===== src/rtl/cordic_atan2.sv =====
// cordic_atan2: iterative CORDIC vectoring engine (sin/cos pair -> phase).
// Input  : AXI-stream {sin, cos}, both signed IN_DW bits.
// Output : AXI-stream unsigned phase, 0..2^PHASE_DW-1 covering 0..2*pi.
// Optional feature macro DDS_ATAN_MAG_EN adds m_axis_mag_tdata (final CORDIC
// x, gain not compensated) which shares the phase handshake.
module cordic_atan2 #(
    parameter int IN_DW      = 16,
    parameter int PHASE_DW   = 16,
    parameter int ITERATIONS = 14
) (
    input  logic                  clk,
    input  logic                  reset_n,
    input  logic [2*IN_DW-1:0]    s_axis_in_tdata,
    input  logic                  s_axis_in_tvalid,
    output logic                  s_axis_in_tready,
    output logic [PHASE_DW-1:0]   m_axis_phase_tdata,
    output logic                  m_axis_phase_tvalid,
    input  logic                  m_axis_phase_tready
`ifdef DDS_ATAN_MAG_EN
    ,
    output logic [IN_DW+1:0]      m_axis_mag_tdata
`endif
);

    // Two guard bits: one absorbs negation of the most negative input,
    // the other absorbs the CORDIC gain (~1.647 * sqrt(2)).
    localparam int XW    = IN_DW + 2;
    localparam int CNT_W = $clog2(ITERATIONS);
    localparam int TAB_N = 1 << CNT_W;
    localparam real PI   = 3.14159265358979323846;
    localparam logic [PHASE_DW-1:0] Z_HALF = {1'b1, {(PHASE_DW-1){1'b0}}};
    localparam logic [CNT_W-1:0]    ITER_LAST = CNT_W'(ITERATIONS - 1);

    typedef enum logic [1:0] {
        ST_IDLE   = 2'd0,
        ST_ROTATE = 2'd1,
        ST_DONE   = 2'd2
    } state_t;

    // Elaboration-time arctangent table entry: round(atan(2^-idx) * 2^PHASE_DW / (2*pi)).
    // The Maclaurin series converges quickly for idx >= 1 (t <= 0.5); idx 0 is exactly pi/4.
    function automatic logic [PHASE_DW-1:0] atan_entry(input int idx);
        real t;
        real term;
        real sum;
        real scale;
        t = 1.0;
        for (int k = 0; k < idx; k++) begin
            t = t * 0.5;
        end
        if (idx == 0) begin
            sum = PI / 4.0;
        end else begin
            sum  = 0.0;
            term = t;
            for (int k = 0; k < 40; k++) begin
                if ((k % 2) == 0) begin
                    sum = sum + term / real'(2 * k + 1);
                end else begin
                    sum = sum - term / real'(2 * k + 1);
                end
                term = term * t * t;
            end
        end
        scale = 1.0;
        for (int k = 0; k < PHASE_DW; k++) begin
            scale = scale * 2.0;
        end
        return PHASE_DW'($rtoi(sum * scale / (2.0 * PI) + 0.5));
    endfunction

    logic [PHASE_DW-1:0] atan_tab [TAB_N];

    for (genvar g = 0; g < TAB_N; g++) begin : g_atan
        localparam logic [PHASE_DW-1:0] A_G = (g < ITERATIONS) ? atan_entry(g) : '0;
        assign atan_tab[g] = A_G;
    end

    state_t                     state_r;
    state_t                     state_nxt_s;
    logic [CNT_W-1:0]           iter_r;
    logic signed [XW-1:0]       x_r;
    logic signed [XW-1:0]       y_r;
    logic [PHASE_DW-1:0]        z_r;
    logic                       zero_r;

    logic signed [IN_DW-1:0]    sin_s;
    logic signed [IN_DW-1:0]    cos_s;
    logic signed [XW-1:0]       sin_ext_s;
    logic signed [XW-1:0]       cos_ext_s;
    logic signed [XW-1:0]       x_cap_s;
    logic signed [XW-1:0]       y_cap_s;
    logic [PHASE_DW-1:0]        z_cap_s;
    logic signed [XW-1:0]       x_sh_s;
    logic signed [XW-1:0]       y_sh_s;
    logic signed [XW-1:0]       x_rot_s;
    logic signed [XW-1:0]       y_rot_s;
    logic [PHASE_DW-1:0]        z_rot_s;
    logic                       accept_s;
    logic                       last_s;
    logic                       ready_nxt_s;
    logic                       valid_nxt_s;

    assign sin_s     = $signed(s_axis_in_tdata[2*IN_DW-1:IN_DW]);
    assign cos_s     = $signed(s_axis_in_tdata[IN_DW-1:0]);
    assign sin_ext_s = {{2{sin_s[IN_DW-1]}}, sin_s};
    assign cos_ext_s = {{2{cos_s[IN_DW-1]}}, cos_s};
    assign accept_s  = (state_r == ST_IDLE) && s_axis_in_tvalid && s_axis_in_tready;
    assign last_s    = (state_r == ST_ROTATE) && (iter_r == ITER_LAST);
    assign x_sh_s    = x_r >>> iter_r;
    assign y_sh_s    = y_r >>> iter_r;

    // Pre-rotation: fold the left half-plane onto the right one by adding pi.
    always_comb begin
        if (cos_ext_s[XW-1]) begin
            x_cap_s = -cos_ext_s;
            y_cap_s = -sin_ext_s;
            z_cap_s = Z_HALF;
        end else begin
            x_cap_s = cos_ext_s;
            y_cap_s = sin_ext_s;
            z_cap_s = '0;
        end
    end

    // One micro-rotation driving y toward zero; x and y use pre-update values.
    always_comb begin
        if (!y_r[XW-1]) begin
            x_rot_s = x_r + y_sh_s;
            y_rot_s = y_r - x_sh_s;
            z_rot_s = z_r + atan_tab[iter_r];
        end else begin
            x_rot_s = x_r - y_sh_s;
            y_rot_s = y_r + x_sh_s;
            z_rot_s = z_r - atan_tab[iter_r];
        end
    end

    // FSM state register.
    always_ff @(posedge clk or negedge reset_n) begin
        if (!reset_n) begin
            state_r <= ST_IDLE;
        end else begin
            state_r <= state_nxt_s;
        end
    end

    // FSM next-state logic.
    always_comb begin
        state_nxt_s = state_r;
        case (state_r)
            ST_IDLE: begin
                if (accept_s) begin
                    state_nxt_s = ST_ROTATE;
                end else begin
                    state_nxt_s = ST_IDLE;
                end
            end
            ST_ROTATE: begin
                if (last_s) begin
                    state_nxt_s = ST_DONE;
                end else begin
                    state_nxt_s = ST_ROTATE;
                end
            end
            ST_DONE: begin
                if (m_axis_phase_tready) begin
                    state_nxt_s = ST_IDLE;
                end else begin
                    state_nxt_s = ST_DONE;
                end
            end
            default: begin
                state_nxt_s = ST_IDLE;
            end
        endcase
    end

    // FSM output decode from the next state, so the handshake flags are registered.
    always_comb begin
        ready_nxt_s = 1'b0;
        valid_nxt_s = 1'b0;
        case (state_nxt_s)
            ST_IDLE:   ready_nxt_s = 1'b1;
            ST_ROTATE: ready_nxt_s = 1'b0;
            ST_DONE:   valid_nxt_s = 1'b1;
            default: begin
                ready_nxt_s = 1'b0;
                valid_nxt_s = 1'b0;
            end
        endcase
    end

    // Handshake flag registers.
    always_ff @(posedge clk or negedge reset_n) begin
        if (!reset_n) begin
            s_axis_in_tready    <= 1'b0;
            m_axis_phase_tvalid <= 1'b0;
        end else begin
            s_axis_in_tready    <= ready_nxt_s;
            m_axis_phase_tvalid <= valid_nxt_s;
        end
    end

    // CORDIC datapath: capture with pre-rotation, then one iteration per cycle.
    always_ff @(posedge clk or negedge reset_n) begin
        if (!reset_n) begin
            x_r    <= '0;
            y_r    <= '0;
            z_r    <= '0;
            iter_r <= '0;
            zero_r <= 1'b0;
        end else if (accept_s) begin
            x_r    <= x_cap_s;
            y_r    <= y_cap_s;
            z_r    <= z_cap_s;
            iter_r <= '0;
            zero_r <= (sin_s == '0) && (cos_s == '0);
        end else if (state_r == ST_ROTATE) begin
            x_r <= x_rot_s;
            y_r <= y_rot_s;
            z_r <= z_rot_s;
            if (last_s) begin
                iter_r <= '0;
            end else begin
                iter_r <= iter_r + CNT_W'(1);
            end
        end else begin
            x_r    <= x_r;
            y_r    <= y_r;
            z_r    <= z_r;
            iter_r <= iter_r;
        end
    end

    // Result register: loaded with the last iteration, held until the next result.
    always_ff @(posedge clk or negedge reset_n) begin
        if (!reset_n) begin
            m_axis_phase_tdata <= '0;
        end else if (last_s) begin
            m_axis_phase_tdata <= zero_r ? '0 : z_rot_s;
        end else begin
            m_axis_phase_tdata <= m_axis_phase_tdata;
        end
    end

`ifdef DDS_ATAN_MAG_EN
    // Magnitude register: final x, loaded alongside the phase.
    always_ff @(posedge clk or negedge reset_n) begin
        if (!reset_n) begin
            m_axis_mag_tdata <= '0;
        end else if (last_s) begin
            m_axis_mag_tdata <= zero_r ? '0 : $unsigned(x_rot_s);
        end else begin
            m_axis_mag_tdata <= m_axis_mag_tdata;
        end
    end
`endif

endmodule


===== config.mk =====
export PLATFORM = sky130hd
export DESIGN_NAME = cordic_atan2
export DESIGN_NICKNAME = d
export VERILOG_FILES = /design/src/rtl/cordic_atan2.sv
export SDC_FILE = /design/constraint.sdc
export NUM_CORES = 1
export LEC_CHECK = 0
export ABC_AREA = 1
export CORE_MARGIN = 2
export CORE_UTILIZATION = 50
export CTS_CLUSTER_DIAMETER = 100
export DETAILED_ROUTE_END_ITERATION = 10
export MAX_ROUTING_LAYER = met4
export PLACE_DENSITY = 0.7
export SLEW_MARGIN = 20
export SYNTH_ARGS = -nofsm -noshare
export SYNTH_HDL_FRONTEND = slang
export SYNTH_SLANG_ARGS = --single-unit

===== constraint.sdc =====
create_clock -name clk -period 4.28 [get_ports clk]
set_input_delay 0.856 -clock clk [delete_from_list [all_inputs] [get_ports clk]]
set_output_delay 0.856 -clock clk [all_outputs]
set_load 0.005 [all_outputs]

Word-level counts from Yosys, hierarchy flattened
Memory sizes are Yosys's and may differ from the RTL's. Cells that the tools add are included.

Add/sub/neg operators: 9. $mul: 0. Divide/modulo/power cells: 0. $lt $le $gt $ge: 1. Equality and inequality tests: 4. Shift-type cells: 2. Multiplexer cells: 24. Bitwise gates (word level): 1. Reduce and logical (&&, ||, !) cells: 9.

Operator list (number): $mux W18 (8); $mux W16 (7); $add A18 B18 Y18 (2); $neg A16 Y18 (2); $sshr A18 B4 Y18 (2); $sub A18 B18 Y18 (2); $logic_not A16 Y1 (2); $add A16 B16 Y16 (1); $sub A16 B16 Y16 (1); $mux W4 (3); $pmux W2 S3 (1); $ge A5 B5 Y1 const B (1); $not A4 Y5 (1); $add A4 B1 Y4 const B (1); $eq A2 B2 Y1 const B (2); $eq A4 B4 Y1 const B (1); $logic_and A1 B1 Y1 (4); $logic_not A2 Y1 (2); $mux W2 (2); $mux W1 (3); $eq A2 B1 Y1 const B (1); $reduce_bool A2 Y1 (1).

Bits in registers: 77. Latch bits: 0. RAM bits: 0. ROM bits: 256. Input port bits: 36. Memories: 1.

Memory list: (no name shown) (words 16, bits a word 16, rd ports 1, clocked after Yosys merged registers in 0, write ports 0, RTL line 135) `z_rot_s = z_r - atan_tab[iter_r];`.

Depth between registers and ports, before layout
Word-level depth: 8. Gate-level depth with buffers: 30. Mapped depth without buffers: 29.

Worst setup path after synthesis
OpenSTA, ideal clock, no wires.

Path type: flip-flop to flip-flop. Start point: reg iter_r[0]. End point: reg m_axis_phase_tdata[13]. Setup time: 0.117 ns. Data arrival time: 3.480 ns. Required time: 4.163 ns. Setup slack: 0.683 ns. Stages on the path, launching flop included: 26. Buffers on the path: 2. Period minus slack after synthesis: 3.597 ns. Path through: dfrtp_1 -> buf_6 -> inv_4 -> buf_6 -> ha_1 -> inv_1 -> nor2_1 -> o21bai_1 -> nand2_1 -> nand2_1 -> inv_1 -> ha_1 -> inv_1 -> o21ai_0 -> inv_1 -> ha_1 -> nand3b_1 -> nand2_1 -> a21oi_1 -> o21ai_1 -> a21boi_0 -> o21ai_1 -> a21oi_1 -> or2_1 -> nand3_1 -> nand2_1.

Word-level cells in the longest chain between the ends: 7. Elaborated cells between the ends (all ways): 10.

Ends and longest elaborated chain: from (decl) (RTL line 81) `logic [CNT_W-1:0] iter_r;`; from (signal assigned) (RTL line 226) `iter_r <= iter_r + CNT_W'(1);`; from (signal assigned) (RTL line 232) `iter_r <= iter_r;`; $not A4 Y5 (not written as such) (RTL line 131, 135); $mem_v2 Z16 W16; $mux W16 (not written as such) (2 in series) (RTL line 135); $add A16 B16 Y16 / $sub A16 B16 Y16 (equally long branches) (RTL line 131, 135); $mux W16 (RTL line 128) `if (!y_r[XW-1]) begin`; $mux W16 (RTL line 241) `m_axis_phase_tdata <= zero_r ? '0 : z_rot_s;`; to (signal assigned) (RTL line 241); to (signal assigned) (RTL line 243) `m_axis_phase_tdata <= m_axis_phase_tdata;`; to (decl) (RTL line 16) `output logic [PHASE_DW-1:0] m_axis_phase_tdata,`.

Parallel ways exist; a longest one is shown, timed or not. The select of a mux whose other input is x is not followed. A chain may end at the register's enable or synchronous reset.

Worst setup path in the final report
Start point: reg iter_r[1]. End point: reg x_r[15].

Word-level cells in the longest chain between the ends: 5. Elaborated cells between the ends (all ways): 6.

Ends and longest elaborated chain: $sshr A18 B4 Y18 (*) (RTL line 111) `assign y_sh_s = y_r >>> iter_r;`; $add A18 B18 Y18 / $sub A18 B18 Y18 (equally long branches) (RTL line 129, 133); $mux W18 (*) (RTL line 128); $mux W18 (*) (RTL line 219) `end else if (state_r == ST_ROTATE) begin`; $mux W18 (*) (RTL line 213) `end else if (accept_s) begin`; to (signal assigned) (RTL line 214) `x_r <= x_cap_s;`; to (signal assigned) (RTL line 220) `x_r <= x_rot_s;`; to (signal assigned) (RTL line 229) `x_r <= x_r;`; to (decl) (RTL line 82) `logic signed [XW-1:0] x_r;`.

Every way passes the cells marked *; elsewhere a longest branch is shown, timed or not. The select of a mux whose other input is x is not followed.

==> flow_summary.ini <==
[outcome]
outcome = complete, no violations

[clocking]
path_clk_slew_ns = 0.07
cts_buffers = 9
cts-htree-levels = 3
cts_hold_buf = 0
cts_tree = yes
cts_root_buf = clkbuf_16
cts_num_sinks = 77
clk-insertion-delay-late_ns = 0.36
clockBufferDepth = 2

[synth]
synthCells = 1411
ys_warn_count = 0
synth_edf_count = 0
ys_seq_elements = 77
synth_cell_type_count = 49
synth.avg_cell_area_um2 = 6.31
ys_async_sr_fraction_pct = 100
synth_ff_type = dfrtp_1
netlist_area_um2 = 8900
syn_nets = 1510
seq_area_frac_synth_pct = 21.6

[worst_hold_path]
hold_class = register to register
hp-start = m_axis_phase_tdata[13]
hold_depth = 2

[detailed_routing]
drt_iter0_drc = 789
ant_nets = 0
drt_wl_total_um = 28200
drc_errors = 0
vias = 9539
dr.pass1.iters = 5
routed_via_density = 5.70
wire_per_inst_um = 16.8

[timing]
hold-worst-slack_ns = 0.477
finalCritPeriodShare_pct = 92.9
max_freq_mhz = 252
finClkSkew_ns = 0.00814
tns_ns = 0
setup_viol = 0
fin_crit_ns = 3.97
slew_violations = 0
hold_viol_final = 0
grt_setup_unrepaired = yes
tightest_slew_ns = 0.850
relSlewSlack_pct = 43.3

[worst_setup_path]
r2r-start = iter_r[1]
cp.arrival_ns = 4.18
critical_path_class = register to register
end_kind = register
crit_required_ns = 4.49
startpoint = iter_r[1]
worstRegToRegCells = 23
worst_setup_path_start_kind = register
worstPathMaxFanout = 21

[placement]
dpl_cell_area_um2 = 9670
hpwl_um = 21600
gp_congestion = 0.959
portBuffers = 53

[die]
fp-row-count = 48
die_h_um = 137
io_pins = 54
die_w_um = 137
core_area_um2 = 17400
initial_core_util_pct = 51.3
die_area_um2 = 18900

[layout]
fin_area_um2 = 10100
final_layout_size_suffix_gt1_share_pct = 8.35
final_nets = 1544
fillCellCount = 1751
syn_to_final_growth_pct = 12.9
antennaDiodeCount = 0

[grt]
grt_max_degree = 78
grt_pass1_wl_um = 45200
gr-usage-all-layers_pct = 31.7
first_global_vias = 8609
overflow = 0
antenna_found_initial = 0

[job]
cap_violations = 0
## final cells by class
class / instances / area, um^2 / share of cell area (%)
multi-input combinational: 1140 / 6220 / 61.9
sequential: 77 / 1930 / 19.2
timing repair buffer: 85 / 821 / 8.16
inverter: 132 / 503 / 5.00
tap: 225 / 282 / 2.80
clock buffer: 9 / 225 / 2.24
clock inverter: 6 / 72.6 / 0.722
## critical path, cell delays in order (launching register included)
cell and delay [ns]:
dfrtp_1 0.45, buf_4 0.31, o211ai_1 0.17, nand3_1 0.15, nand2_1 0.07, nand2_1 0.08
nand2_2 0.11, inv_1 0.07, ha_1 0.16, nand3_1 0.14, nor2_4 0.15, a31oi_1 0.10
xor2_1 0.17, ha_1 0.35, nand2_1 0.08, nor2_1 0.15, nand4_1 0.20, o21ai_2 0.21
nand3_1 0.11, nor2_1 0.10, nor2_1 0.07, o21ai_1 0.15, xor2_1 0.17, o21ai_0 0.09
## routing by layer
| metal | GRT usage, % | routed length, um | vias to the layer above |
|---|---|---|---|
| met5 | - | 0 | - |
| met4 | 7.27 | 460 | 0 |
| met3 | 4.64 | 1620 | 25 |
| met2 | 47.6 | 12500 | 262 |
| met1 | 45.2 | 13600 | 4424 |
| li1 | - | - | 4828 |
## through the flow
| stage | std cells | setup WS, ns | utilization (%) |
|---|---|---|---|
| after CTS | 1673 | 0.117 | 57.4 |
| after floorplan | 1411 | 0.683 | - |
| after global routing | 1674 | -0.0523 | 57.9 |
| after detailed placement | 1658 | 0.123 | 55.7 |
| after global placement | 1658 | 0.179 | 55.7 |
| final | 1674 | 0.306 | 57.9 |
## cells in the mapped netlist (all sizes together), types with 11 or more instances
| cell type | instances | area share [%] |
|---|---|---|
| dfrtp | 77 | 22 |
| o211ai | 17 | 1.4 |
| nor2 | 100 | 4.6 |
| buf | 30 | 2.2 |
| ha | 60 | 8.4 |
| o21ai | 128 | 7.3 |
| clkbuf | 32 | 1.3 |
| a31oi | 22 | 1.5 |
| o31ai | 11 | 0.93 |
| inv | 131 | 5.6 |
| nand3 | 163 | 9.3 |
| or2 | 11 | 0.77 |
| a21oi | 109 | 6.2 |
| nand2 | 388 | 17 |
| xor2 | 32 | 3.1 |
| xnor2 | 25 | 2.5 |
| nand4 | 13 | 0.91 |
| nor3 | 17 | 1.1 |
## layout by cell type, fill, tap and decap left out, types with 5 or more instances in the layout
cell type        netlist  final
o21ai_1               18     21
xor2_1                32     32
nand4_1               13     13
inv_2                  9      9
xnor2_1               25     25
ha_1                  60     59
nand2_1              372    371
o21bai_1               6      5
o21ai_0              108    103
clkdlybuf4s50_1        0     52
dfrtp_1               77     76
nand3b_1               7      7
o22ai_1                7      7
nor2_1                91     85
buf_4                  3     27
a21oi_1              107    106
nor3_1                15     14
o211ai_1              17     17
inv_1                121    120
clkbuf_16              0      9
nand2_2               16     17
o31ai_1               11     11
a31oi_1               22     22
nand3_1              160    159
or2_2                 10     10
nor2_2                 7     11
## sequential cells by signal (all words and copies together) (netlist names), 2 cells and up
name                count
z_r                    16
y_r                    18
m_axis_phase_tdata     16
state_r                 2
iter_r                  4
x_r                    18
## worst paths after layout
path	end	slack (ns)
setup / recovery	x_r[15]	0.31
hold / removal	m_axis_phase_tdata[13]	0.48
setup reg to reg	x_r[15]	0.31
hold reg to reg	m_axis_phase_tdata[13]	0.48
max in group asynchronous	iter_r[0]	3.21
min in group asynchronous	z_r[11]	0.54
## repair_timing
| action | 4_1_cts | 5_1_grt |
|---|---|---|
| setup buffers | 0 | 1 |
| endpoints found under the setup margin | 0 | 16 |
| resized for setup | 0 | 31 |
| hold endpoints to repair | 0 | 0 |
## cells by family after synthesis
kind of cell    Yosys count  share of synthesized area [%]
simple gates            700                           34.1
compound gates          320                           20.3
buf+inv                 194                           9.19
flops                    77                           21.6
fa+ha+maj                63                           9.11
xor+xnor                 57                           5.61
Power is left out: the tool's default activity adds up to more than one toggle a clock period on the data nets, which glitch-free logic cannot reach.
